==> src/rtl/arm7tdmi_shift_operand_stage.sv <==
`timescale 1ns/1ps
`default_nettype none
// ============================================================================
// Module      : arm7tdmi_shift_operand_stage
// Description : Operand-2 preparation stage placed in front of the barrel
//               shifter. Captures the decoded operand-2 fields and, for
//               register-specified shifts, fetches Rs with an extra cycle.
//               Every encoding is reduced to 5-bit shifter controls, plus an
//               override result for the cases the shifter cannot express
//               (#32 encodings, amounts >= 32, register amount 0).
// Options     : ARM7TDMI_RS_FWD_EN - adds fwd_en/fwd_addr/fwd_data so that a
//               forwarded Rs value replaces the register-file read data.
// Revision    : 1.0 - initial release
// ============================================================================
module arm7tdmi_shift_operand_stage #(
    parameter int RS_LAT = 1
) (
    input  logic        clk,
    input  logic        rst,
    input  logic        flush,
    input  logic        in_valid,
    output logic        in_ready,
    input  logic        in_imm_op,
    input  logic [7:0]  in_imm8,
    input  logic [3:0]  in_rot,
    input  logic [31:0] in_rm_data,
    input  logic [1:0]  in_shift_type,
    input  logic [4:0]  in_shift_imm,
    input  logic        in_shift_reg,
    input  logic [3:0]  in_rs_addr,
    input  logic        in_carry,
    output logic        rs_rd_en,
    output logic [3:0]  rs_rd_addr,
    input  logic [31:0] rs_rd_data,
`ifdef ARM7TDMI_RS_FWD_EN
    input  logic        fwd_en,
    input  logic [3:0]  fwd_addr,
    input  logic [31:0] fwd_data,
`endif
    output logic        out_valid,
    input  logic        out_ready,
    output logic [31:0] sh_data,
    output logic [1:0]  sh_type,
    output logic [4:0]  sh_amount,
    output logic        sh_carry,
    output logic        ovr_en,
    output logic [31:0] ovr_data,
    output logic        ovr_carry,
    output logic        out_reg_shift
);

    localparam logic [1:0] SH_LSL = 2'd0;
    localparam logic [1:0] SH_LSR = 2'd1;
    localparam logic [1:0] SH_ASR = 2'd2;
    localparam logic [1:0] SH_ROR = 2'd3;

    // Last RS_WAIT count value; the read data is valid in that cycle.
    localparam logic [1:0] WAIT_LAST = 2'(RS_LAT - 1);

    typedef enum logic [1:0] {
        S_IDLE    = 2'd0,
        S_RS_REQ  = 2'd1,
        S_RS_WAIT = 2'd2,
        S_VALID   = 2'd3
    } state_t;

    state_t      state_q, state_d;
    logic [1:0]  wait_cnt_q;
    logic        imm_op_q;
    logic [7:0]  imm8_q;
    logic [3:0]  rot_q;
    logic [31:0] rm_q;
    logic [1:0]  type_q;
    logic [4:0]  shift_imm_q;
    logic        shift_reg_q;
    logic [3:0]  rs_addr_q;
    logic        carry_q;
    logic [7:0]  rs_amt_q;

    logic        w_accept;
    logic        w_accept_reg;
    logic        w_rs_done;
    logic [7:0]  w_rs_byte;
    logic        w_unused;

    // Handshake: flush blocks acceptance; a held VALID frees only when drained.
    always_comb begin
        in_ready     = !rst && !flush &&
                       ((state_q == S_IDLE) || ((state_q == S_VALID) && out_ready));
        w_accept     = in_valid && in_ready;
        w_accept_reg = in_shift_reg && !in_imm_op;
        w_rs_done    = (state_q == S_RS_WAIT) && (wait_cnt_q == WAIT_LAST);
    end

    // Rs amount source: forwarded value wins over the register-file read.
`ifdef ARM7TDMI_RS_FWD_EN
    always_comb begin
        w_rs_byte = rs_rd_data[7:0];
        if (fwd_en && (fwd_addr == rs_addr_q)) begin
            w_rs_byte = fwd_data[7:0];
        end
    end
    assign w_unused = ^{rs_rd_data[31:8], fwd_data[31:8]};
`else
    assign w_rs_byte = rs_rd_data[7:0];
    assign w_unused  = ^rs_rd_data[31:8];
`endif

    // Next-state selection; flush always returns to IDLE.
    always_comb begin
        state_d = state_q;
        unique case (state_q)
            S_IDLE: begin
                if (w_accept) begin
                    state_d = w_accept_reg ? S_RS_REQ : S_VALID;
                end
            end
            S_RS_REQ: begin
                state_d = S_RS_WAIT;
            end
            S_RS_WAIT: begin
                if (w_rs_done) begin
                    state_d = S_VALID;
                end
            end
            S_VALID: begin
                if (out_ready) begin
                    if (w_accept) begin
                        state_d = w_accept_reg ? S_RS_REQ : S_VALID;
                    end else begin
                        state_d = S_IDLE;
                    end
                end
            end
        endcase
        if (flush) begin
            state_d = S_IDLE;
        end
    end

    // State register, op capture at accept and Rs capture at end of wait.
    always_ff @(posedge clk or posedge rst) begin
        if (rst) begin
            state_q     <= S_IDLE;
            wait_cnt_q  <= 2'd0;
            imm_op_q    <= 1'b0;
            imm8_q      <= 8'd0;
            rot_q       <= 4'd0;
            rm_q        <= 32'd0;
            type_q      <= 2'd0;
            shift_imm_q <= 5'd0;
            shift_reg_q <= 1'b0;
            rs_addr_q   <= 4'd0;
            carry_q     <= 1'b0;
            rs_amt_q    <= 8'd0;
        end else begin
            state_q <= state_d;
            if (state_q == S_RS_REQ) begin
                wait_cnt_q <= 2'd0;
            end else if (state_q == S_RS_WAIT) begin
                wait_cnt_q <= wait_cnt_q + 2'd1;
            end
            if (w_rs_done && !flush) begin
                rs_amt_q <= w_rs_byte;
            end
            if (w_accept) begin
                imm_op_q    <= in_imm_op;
                imm8_q      <= in_imm8;
                rot_q       <= in_rot;
                rm_q        <= in_rm_data;
                type_q      <= in_shift_type;
                shift_imm_q <= in_shift_imm;
                shift_reg_q <= w_accept_reg;
                rs_addr_q   <= in_rs_addr;
                carry_q     <= in_carry;
            end
        end
    end

    assign out_valid     = (state_q == S_VALID);
    assign rs_rd_en      = (state_q == S_RS_REQ);
    assign rs_rd_addr    = rs_addr_q;
    assign out_reg_shift = shift_reg_q;

    // Normalise the captured op into shifter controls plus the override path.
    always_comb begin
        sh_data   = rm_q;
        sh_type   = type_q;
        sh_amount = shift_imm_q;
        sh_carry  = carry_q;
        ovr_en    = 1'b0;
        ovr_data  = 32'd0;
        ovr_carry = 1'b0;
        if (imm_op_q) begin
            sh_data   = {24'd0, imm8_q};
            sh_type   = SH_ROR;
            sh_amount = {rot_q, 1'b0};
            if (rot_q == 4'd0) begin
                ovr_en    = 1'b1;
                ovr_data  = {24'd0, imm8_q};
                ovr_carry = carry_q;
            end
        end else if (shift_reg_q) begin
            sh_amount = rs_amt_q[4:0];
            if (rs_amt_q == 8'd0) begin
                // Zero register amount passes Rm and C untouched (never RRX).
                ovr_en    = 1'b1;
                ovr_data  = rm_q;
                ovr_carry = carry_q;
            end else begin
                unique case (type_q)
                    SH_LSL: begin
                        if (rs_amt_q == 8'd32) begin
                            ovr_en    = 1'b1;
                            ovr_carry = rm_q[0];
                        end else if (rs_amt_q > 8'd32) begin
                            ovr_en    = 1'b1;
                        end
                    end
                    SH_LSR: begin
                        if (rs_amt_q == 8'd32) begin
                            ovr_en    = 1'b1;
                            ovr_carry = rm_q[31];
                        end else if (rs_amt_q > 8'd32) begin
                            ovr_en    = 1'b1;
                        end
                    end
                    SH_ASR: begin
                        if (rs_amt_q >= 8'd32) begin
                            ovr_en    = 1'b1;
                            ovr_data  = {32{rm_q[31]}};
                            ovr_carry = rm_q[31];
                        end
                    end
                    SH_ROR: begin
                        if (rs_amt_q[4:0] == 5'd0) begin
                            ovr_en    = 1'b1;
                            ovr_data  = rm_q;
                            ovr_carry = rm_q[31];
                        end
                    end
                endcase
            end
        end else if (shift_imm_q == 5'd0) begin
            // Immediate #0 encodings meaning #32 for LSR/ASR; LSL#0 and RRX go to the shifter.
            if (type_q == SH_LSR) begin
                ovr_en    = 1'b1;
                ovr_carry = rm_q[31];
            end else if (type_q == SH_ASR) begin
                ovr_en    = 1'b1;
                ovr_data  = {32{rm_q[31]}};
                ovr_carry = rm_q[31];
            end
        end
    end

endmodule
`default_nettype wire

==> config.mk <==
export PLATFORM = sky130hd
export DESIGN_NAME = arm7tdmi_shift_operand_stage
export DESIGN_NICKNAME = d
export VERILOG_FILES = /design/src/rtl/arm7tdmi_shift_operand_stage.sv
export SDC_FILE = /design/constraint.sdc
export NUM_CORES = 1
export LEC_CHECK = 0
export CELL_PAD_IN_SITES_DETAIL_PLACEMENT = 1
export CELL_PAD_IN_SITES_GLOBAL_PLACEMENT = 1
export CORE_ASPECT_RATIO = 0.7
export CORE_MARGIN = 2
export CORE_UTILIZATION = 30
export CTS_CLUSTER_SIZE = 30
export DETAILED_ROUTE_END_ITERATION = 8
export PLACE_DENSITY = 0.91
export SETUP_SLACK_MARGIN = 0.2
export SYNTH_ARGS = -nofsm -noshare
export SYNTH_HDL_FRONTEND = slang
export SYNTH_SLANG_ARGS = --single-unit
==> constraint.sdc <==
create_clock -name clk -period 2.8 [get_ports clk]
set_input_delay 0.28 -clock clk [delete_from_list [all_inputs] [get_ports clk]]
set_output_delay 0.28 -clock clk [all_outputs]
set_load 0.01 [all_outputs]
# Yosys cells after proc, flatten, opt, wreduce, memory -nomap -nowiden
# Index checks and enable logic that the tools add are counted.
word_totals:
  reg_bits: 70
  input_bits: 95
  out_inout_bits: 82
  wordCells: 93
classes:
  addsub: 1
  order_cmp: 2
  eq_ne: 10
  muxes: 47
  reduce_logical: 21
ops:
  columns: ["op", "n"]
  rows:
  - ["$mux 32", 9]
  - ["$pmux 32 s2", 1]
  - ["$mux 1", 22]
  - ["$mux 2", 9]
  - ["$logic_not 5->1", 2]
  - ["$mux 5", 2]
  - ["$eq 2x2->1 const B", 4]
  - ["$eq 8x6->1 const B", 1]
  - ["$ge 8x6->1 const B", 1]
  - ["$gt 8x6->1 const B", 1]
  - ["$logic_not 8->1", 1]
  - ["$mux 8", 1]
  - ["$pmux 2 s4", 1]
  - ["$logic_and 1x1->1", 7]
  - ["$logic_not 2->1", 3]
  - ["$ne 3x3->1 const B", 2]
  - ["$eq 2x1->1 const B", 2]
  - ["$logic_not 4->1", 1]
  - ["$pmux 1 s4", 1]
  - ["$logic_not 1->1", 3]
  - ["$ne 3x2->1 const B", 1]
  - ["$pmux 1 s3", 1]
  - ["$reduce_and 3->1", 1]
  - ["$add 2x1->2 const B", 1]
  - ["3 further kinds", 3]

# Longest topological paths before layout
# Gate-level depths: netlist (run 1).
logic_depth:
  ltp_word: 9
  depth_mapped: 7
  ltp_nobuf: 6

# Worst setup path after synthesis (run 1)
# OpenSTA, ideal clock, no wires.
synth_timing:
  path_kind: "register -> output"
  startpoint: "register type_q[0]"
  endpoint: "output port ovr_data[2]"
  arrival_time_ns: 1.634
  required_ns: 2.520
  setup_slack_ns: 0.886
  path_stages_with_launch: 8
  n_path_buf: 1
  cell_sequence: "dfrtp_1 -> inv_1 -> ha_1 -> nand2_1 -> o21ai_1 -> clkbuf_1 -> a21oi_1 -> o21ai_0"
synth_via:
  elab_chain_cells: 6
  word_cells_on_any_way: 10
synth_lines:
  columns: ["element", "line", "rtl"]
  rows:
  - ["start: declaration", "73", "logic [1:0] type_q;"]
  - ["start signal: assignment", "171", "type_q <= in_shift_type;"]
  - ["$eq 2x2->1", "211, 249", null]
  - ["$mux 32", "249", "end else if (type_q == SH_ASR) begin"]
  - ["$mux 32", "246", "if (type_q == SH_LSR) begin"]
  - ["$mux 32", "244", "end else if (shift_imm_q == 5'd0) begin"]
  - ["$mux 32 *", "203", "end else if (shift_reg_q) begin"]
  - ["$mux 32 *", "194", "if (imm_op_q) begin"]
  - ["end: declaration", "47", "output logic [31:0] ovr_data,"]
# Mark *: on every way between the ends. The rest lies on a longest branch, timed or not.

# Worst setup path in the final report (run 1)
layout_timing:
  startpoint: "register shift_imm_q[2]"
  endpoint: "output port ovr_data[16]"
layout_via:
  elab_chain_cells: 4
layout_lines:
  columns: ["element", "line", "rtl"]
  rows:
  - ["start: declaration", "74", "logic [4:0] shift_imm_q;"]
  - ["start signal: assignment", "172", "shift_imm_q <= in_shift_imm;"]
  - ["$logic_not 5->1", "244", null]
  - ["$mux 32", "244", null]
  - ["$mux 32", "203", null]
  - ["$mux 32", "194", null]
# No other way between the ends.

==> results of run 1 <==
-- stage by stage --
step | worst slack (ns) | cells
final | 0.193 | 679
after global routing | 0.109 | 679
after CTS | 0.151 | 670
after detailed placement | 0.299 | 656
after global placement | 0.342 | 656
after floorplan | 0.752 | 350
-- where the power goes --
part / switching (uW) / leakage (uW) / internal, uW
sequential: 460 / 0.000840 / 1520
clock: 414 / 0.000127 / 633
combinational: 1710 / 0.00163 / 2030
-- metal layers --
metal | global-route usage (%) | vias up | wire, um
li1 | - | 1547 | -
met1 | 25.7 | 1655 | 5670
met2 | 32.8 | 113 | 6300
met3 | 8.19 | 21 | 1130
met4 | 5.23 | 0 | 253
met5 | 0 | - | 0
-- kinds of logic after synthesis --
kind of cell,after synthesis,synth area share (%)
AND/OR/NAND/NOR,90,12.0
buffers and inverters,34,4.04
adder cells (fa/ha/maj),10,3.34
flip-flops,70,46.8
AO/OA/AOI/OAI,68,10.6
multiplexers,78,23.3
-- state kept, by name, summed over array words and instances (netlist names), 2 cells and up --
name / count
rm_q: 32
imm8_q: 8
rs_amt_q: 8
shift_imm_q: 5
rot_q: 4
rs_rd_addr: 4
state_q: 2
type_q: 2
wait_cnt_q: 2
-- worst max-delay path, delay by kind of cell (launching register included) --
kind	cells	cell delay [ns]
buffers and inverters	2	0.71
and+or+nand+nor	3	0.54
DFF	1	0.41
AOI/OAI and AO/OA	1	0.33
-- cells in the mapped netlist --
cell type	instances
clkbuf_1	11
ha_1	10
o32a_1	1
a211o_1	1
dfrtp_1	70
nor2_1	30
nor4_2	1
mux2i_1	6
o211a_1	1
a2111o_1	1
mux2_2	72
o21a_1	1
a21oi_1	35
or2_2	2
nand3b_1	1
o21bai_1	2
o21ai_1	1
o2bb2ai_1	1
or3b_4	1
nor2_4	1
a31oi_1	3
nor4_1	1
buf_4	5
nand2b_1	4
buf_1	1
o31a_1	1
o21ai_0	15
a211oi_1	1
nand2_1	20
nor3_1	4
o22ai_1	1
or3_1	1
o211ai_1	1
a222oi_1	1
nor2b_1	24
buf_2	4
o2bb2a_1	1
inv_1	13
-- final cells by class --
cell class	instances	area, sq um	area share, %
well taps	162	203	3.45
clock buffers	12	256	4.36
inverters	13	48.8	0.830
flip-flops and latches	70	1750	29.8
repair buffers	175	1720	29.3
multi-input cells	246	1890	32.1
clock inverters	1	7.51	0.128
-- worst max-delay path by stage --
stage | from | end | cells after the start
3_3_place_gp | type_q[0] | ovr_carry | 7
4_1_cts | shift_imm_q[2] | ovr_data[28] | 6
6_report | shift_imm_q[2] | ovr_data[16] | 6
5_1_grt | shift_imm_q[2] | ovr_data[16] | 6
2_1_floorplan | rst | imm8_q[0] | 1
3_5_place_dp | type_q[1] | ovr_carry | 7
-- timing repair --
action | in CTS | in global routing
setup buffers | 1 | 9
pin swaps | 1 | 2
hold buffers | 0 | 0
endpoints found under the setup margin | 34 | 10
gates resized for setup | 40 | 14
==> flow_summary.toml, run 1 <==
[finish]
syn2layout_area_growth_pct = 57.0
final_cell_mix = "clkdlybuf4s50_1, mux2_2, dfrtp_1"
utilization_pct = 47.8
final_common_cell = "clkdlybuf4s50_1"
drive_gt1_share_pct = 23.4
fin_area_sq_um = 5880
fillers = 1322
fin_nets = 620
n_antenna_cell = 0

[logic_synthesis]
yosys_warnings = 0
synth_cell_types = 38
avgSynthCellArea_sq_um = 10.7
syn-num-nets = 455
synth.largest_area_cell = "dfrtp_1"
yosysTopAreaCellShare_pct = 46.8
syn_inst = 350
yosys_register_bits = 70
syn_area_sq_um = 3740
yosysSeqAreaShare_pct = 46.8
synth_area_leaders = "dfrtp_1, mux2_2, a21oi_1"

[timing]
fin_crit_ns = 2.61
finalCritPeriodShare_pct = 93.1
maxSlewViolCount = 0
worst_pin_slew_ns = 0.608
rsz0062_at_grt = "true"
setup_violations = 0
finalClockSkew_ns = 0.00821
relSlewSlack_pct = 59.5
hold-worst-slack_ns = 0.448
hold_viol_final = 0
finalSetupTns_ns = 0
fmax_ghz = 0.384

[critical_path]
critPathSlowestCell = "clkdlybuf4s50_1"
crit_type = "reg -> out"
max_stage_delay_ns = 0.54
cp-end-kind = "primary output"
crit_chain = "nor4_2 -> nand2_1 -> o31a_1 -> buf_6 -> nor2_1 -> clkdlybuf4s50_1"
start_kind = "flip-flop"
r2r_cells = 5
cp_data_required_time_ns = 2.52
ff2ff_setup_slack_ns = 0.93
rr_endpoint = "rm_q[1]"
worstPathArrival_ns = 2.33
crit_path_max_fanout = 17
r2r-start = "state_q[1]"

[die]
start_util_pct = 30.5
io_pins = 177
die_w_um = 138
die_h_um = 97.5
rows = 34
core_area_sq_um = 12300
dieArea_sq_um = 13400

[cts]
cts_sinks = 70
root_buffer = "clkbuf_16"
path_clk_slew_ns = 0.05
cts_buffers = 9
clk_latency_ns = 0.33
clock_path_buffers = 2
cts_tree = "done"
cts_max_level = 3

[outcome]
status = "finished clean"

[placement]
globalplace.congestion = 0.803
placed_area_sq_um = 5480
dp_hpwl_um = 9220
io_buffers = 152

[grt]
overflow = 0
first_global_vias = 3690
grt_pass1_wl_um = 20800
grt_util_all_layers_pct = 20.5
antenna_found_initial = 0
grt_max_degree = 63

[routing]
post_drt_via_cell_ratio = 4.91
drt_iter0_markers = 62
firstDrtPassIters = 4
vias = 3336
ant_nets = 0
drt-wirelength-per-cell_um = 19.7
drc = 0
wl_um = 13400

[power]
peakVddDrop_mv = 0.506
p_per_area_nw_per_um2 = 1150
p_leak_uw = 0.00260
total_power_uw = 6780

[worst_hold_path]
hold_path_class = "in -> async"

[job]
cap_violations = 0
(Power assumes the default switching activity.)
==> inputs of run 2 (changes only) <==
--- a/config.mk
+++ b/config.mk
@@ -14,6 +14,7 @@
 export DETAILED_ROUTE_END_ITERATION = 8
 export PLACE_DENSITY = 0.91
 export SETUP_SLACK_MARGIN = 0.2
+export SKIP_CTS_REPAIR_TIMING = 1
 export SYNTH_ARGS = -nofsm -noshare
 export SYNTH_HDL_FRONTEND = slang
 export SYNTH_SLANG_ARGS = --single-unit
==> flow_summary.toml, run 2 (synthesis gave the netlist of run 1 again) <==
[critical_path]
crit_path_max_fanout = 14
crit_path_frequent_cell = "buf_4"
cp_data_required_time_ns = 2.52
start_kind = "flip-flop"
path_buf_inv = 5
crit_type = "reg -> out"
max_stage_delay_ns = 0.42
critPathSlowestCell = "dfrtp_1"
crit_family = "buffers and inverters"
crit_chain = "inv_2 -> ha_2 -> nand2_1 -> o21ai_4 -> buf_12 -> buf_4 -> buf_4 -> a21oi_1 -> o21ai_1 -> clkbuf_2"
cp-end-kind = "primary output"
worstPathArrival_ns = 2.22

[power]
peakVddDrop_mv = 0.486
p_per_area_nw_per_um2 = 1160
p_leak_uw = 0.00298

[timing]
finalCritPeriodShare_pct = 89.4
finalSetupTns_ns = 0
setup_violations = 0
worst_pin_slew_ns = 0.604
rsz0062_at_grt = "false"
relSlewSlack_pct = 59.8
fmax_ghz = 0.400
maxSlewViolCount = 0
finalClockSkew_ns = 0.00851
fin_crit_ns = 2.50
hold_viol_final = 0
setup_ws_ns = 0.297

[finish]
largest_reg_flops = 32
n_antenna_cell = 0
fin_nets = 621
final_common_cell = "clkdlybuf4s50_1"
final_cell_mix = "clkdlybuf4s50_1, mux2_2, dfrtp_1"
drive_gt1_share_pct = 23.6
fillers = 1301
multi_input_area_sq_um = 1890
top_regs = "rm_q: 32 flops, imm8_q: 8 flops, rs_amt_q: 8 flops"
largest_register = "rm_q"
layout.cells.non_filler = 680
regArea_sq_um = 1750
syn2layout_area_growth_pct = 60.2

[placement]
io_buffers = 152
placed_cells = 656
place_ws_ns = 0.299
globalplace.congestion = 0.803
dp_hpwl_um = 9220

[cts]
clk_latency_ns = 0.33
cts_sinks = 70
path_clk_slew_ns = 0.05
clock_path_buffers = 2
cts_max_level = 3
cts_buffers = 9
root_buffer = "clkbuf_16"
cts_tree = "done"

[routing]
drc = 0
post_drt_via_cell_ratio = 4.92
drt-wirelength-per-cell_um = 20.3
vias = 3344
firstDrtPassIters = 4
ant_nets = 0
wl_um = 13800
drt_iter0_markers = 126

[grt]
overflow = 0
first_global_vias = 3679
grt_max_degree = 63
grt_util_all_layers_pct = 20.4
antenna_found_initial = 0
grt_pass1_wl_um = 20800

[die]
die_h_um = 97.5
io_pins = 177
dieArea_sq_um = 13400
die_w_um = 138
rows = 34
start_util_pct = 30.5
core_area_sq_um = 12300

[job]
cap_violations = 0

[outcome]
status = "finished clean"

[worst_hold_path]
hold_path_class = "in -> async"
==> run 2: cell types whose count changed in the layout (fill, tap and decap cells not counted), moves of 2 or more <==
cell	previous run	this run
dlymetal6s2s_1	4	33
dlygate4sd2_1	26	0
clkdlybuf4s15_1	3	0
o21ai_1	2	4
o21ai_2	2	0
==> run 2: routing by layer <==
metal / GRT usage, % / up-vias / part of all wire, %
li1: - / 1546 / -
met1: 25.9 / 1675 / 43
met2: 32.5 / 108 / 48
met3: 8.03 / 15 / 7.5
met4: 4.84 / 0 / 1.4
met5: 0 / - / 0
==> run 2: tightest hold or removal path, stage by stage <==
cell             delay (ns)
clkdlybuf4s50_1        0.46
inv_2                  0.08
buf_4                  0.38
==> run 2: report_power, final <==
group,internal (uW),switching [uW]
Clock,633,425
Combinational,2140,1750
Sequential,1520,477
==> run 2: final cells by class <==
| type | instances | area share, % |
|---|---|---|
| Sequential cell | 70 | 29.2 |
| Multi-Input combinational cell | 246 | 31.5 |
| Clock buffer | 12 | 4.28 |
| Timing Repair Buffer | 176 | 30.7 |
| Inverter | 13 | 0.814 |
| Clock inverter | 1 | 0.125 |
| Tap cell | 162 | 3.38 |
==> run 2: worst paths after layout <==
path,to,depth (start not counted),slack (ns),from
max,ovr_data[3],10,0.30,type_q[0]
min,wait_cnt_q[0],3,0.44,rst
max reg2reg,rm_q[16],5,0.94,state_q[1]
min reg2reg,rs_rd_addr[0],1,0.51,rs_rd_addr[0]
max in group asynchronous,imm_op_q,3,1.92,rst
min in group clk,rs_rd_addr[0],1,0.51,rs_rd_addr[0]
==> run 2: per-stage QoR <==
| stage | util [%] | hold slack [ns] | total power (uW) | area, sq um |
|---|---|---|---|---|
| 3_5_place_dp | 44.6 | 0.499 | 5660 | 5480 |
| 4_1_cts | 46.7 | 0.454 | 6770 | 5750 |
| 6_report | 48.8 | 0.442 | 6950 | 6000 |
| 2_1_floorplan | - | 0.347 | 3730 | 3740 |
| 3_3_place_gp | 44.6 | 0.491 | 5460 | 5480 |
| 5_1_grt | 48.8 | 0.492 | 7400 | 6000 |
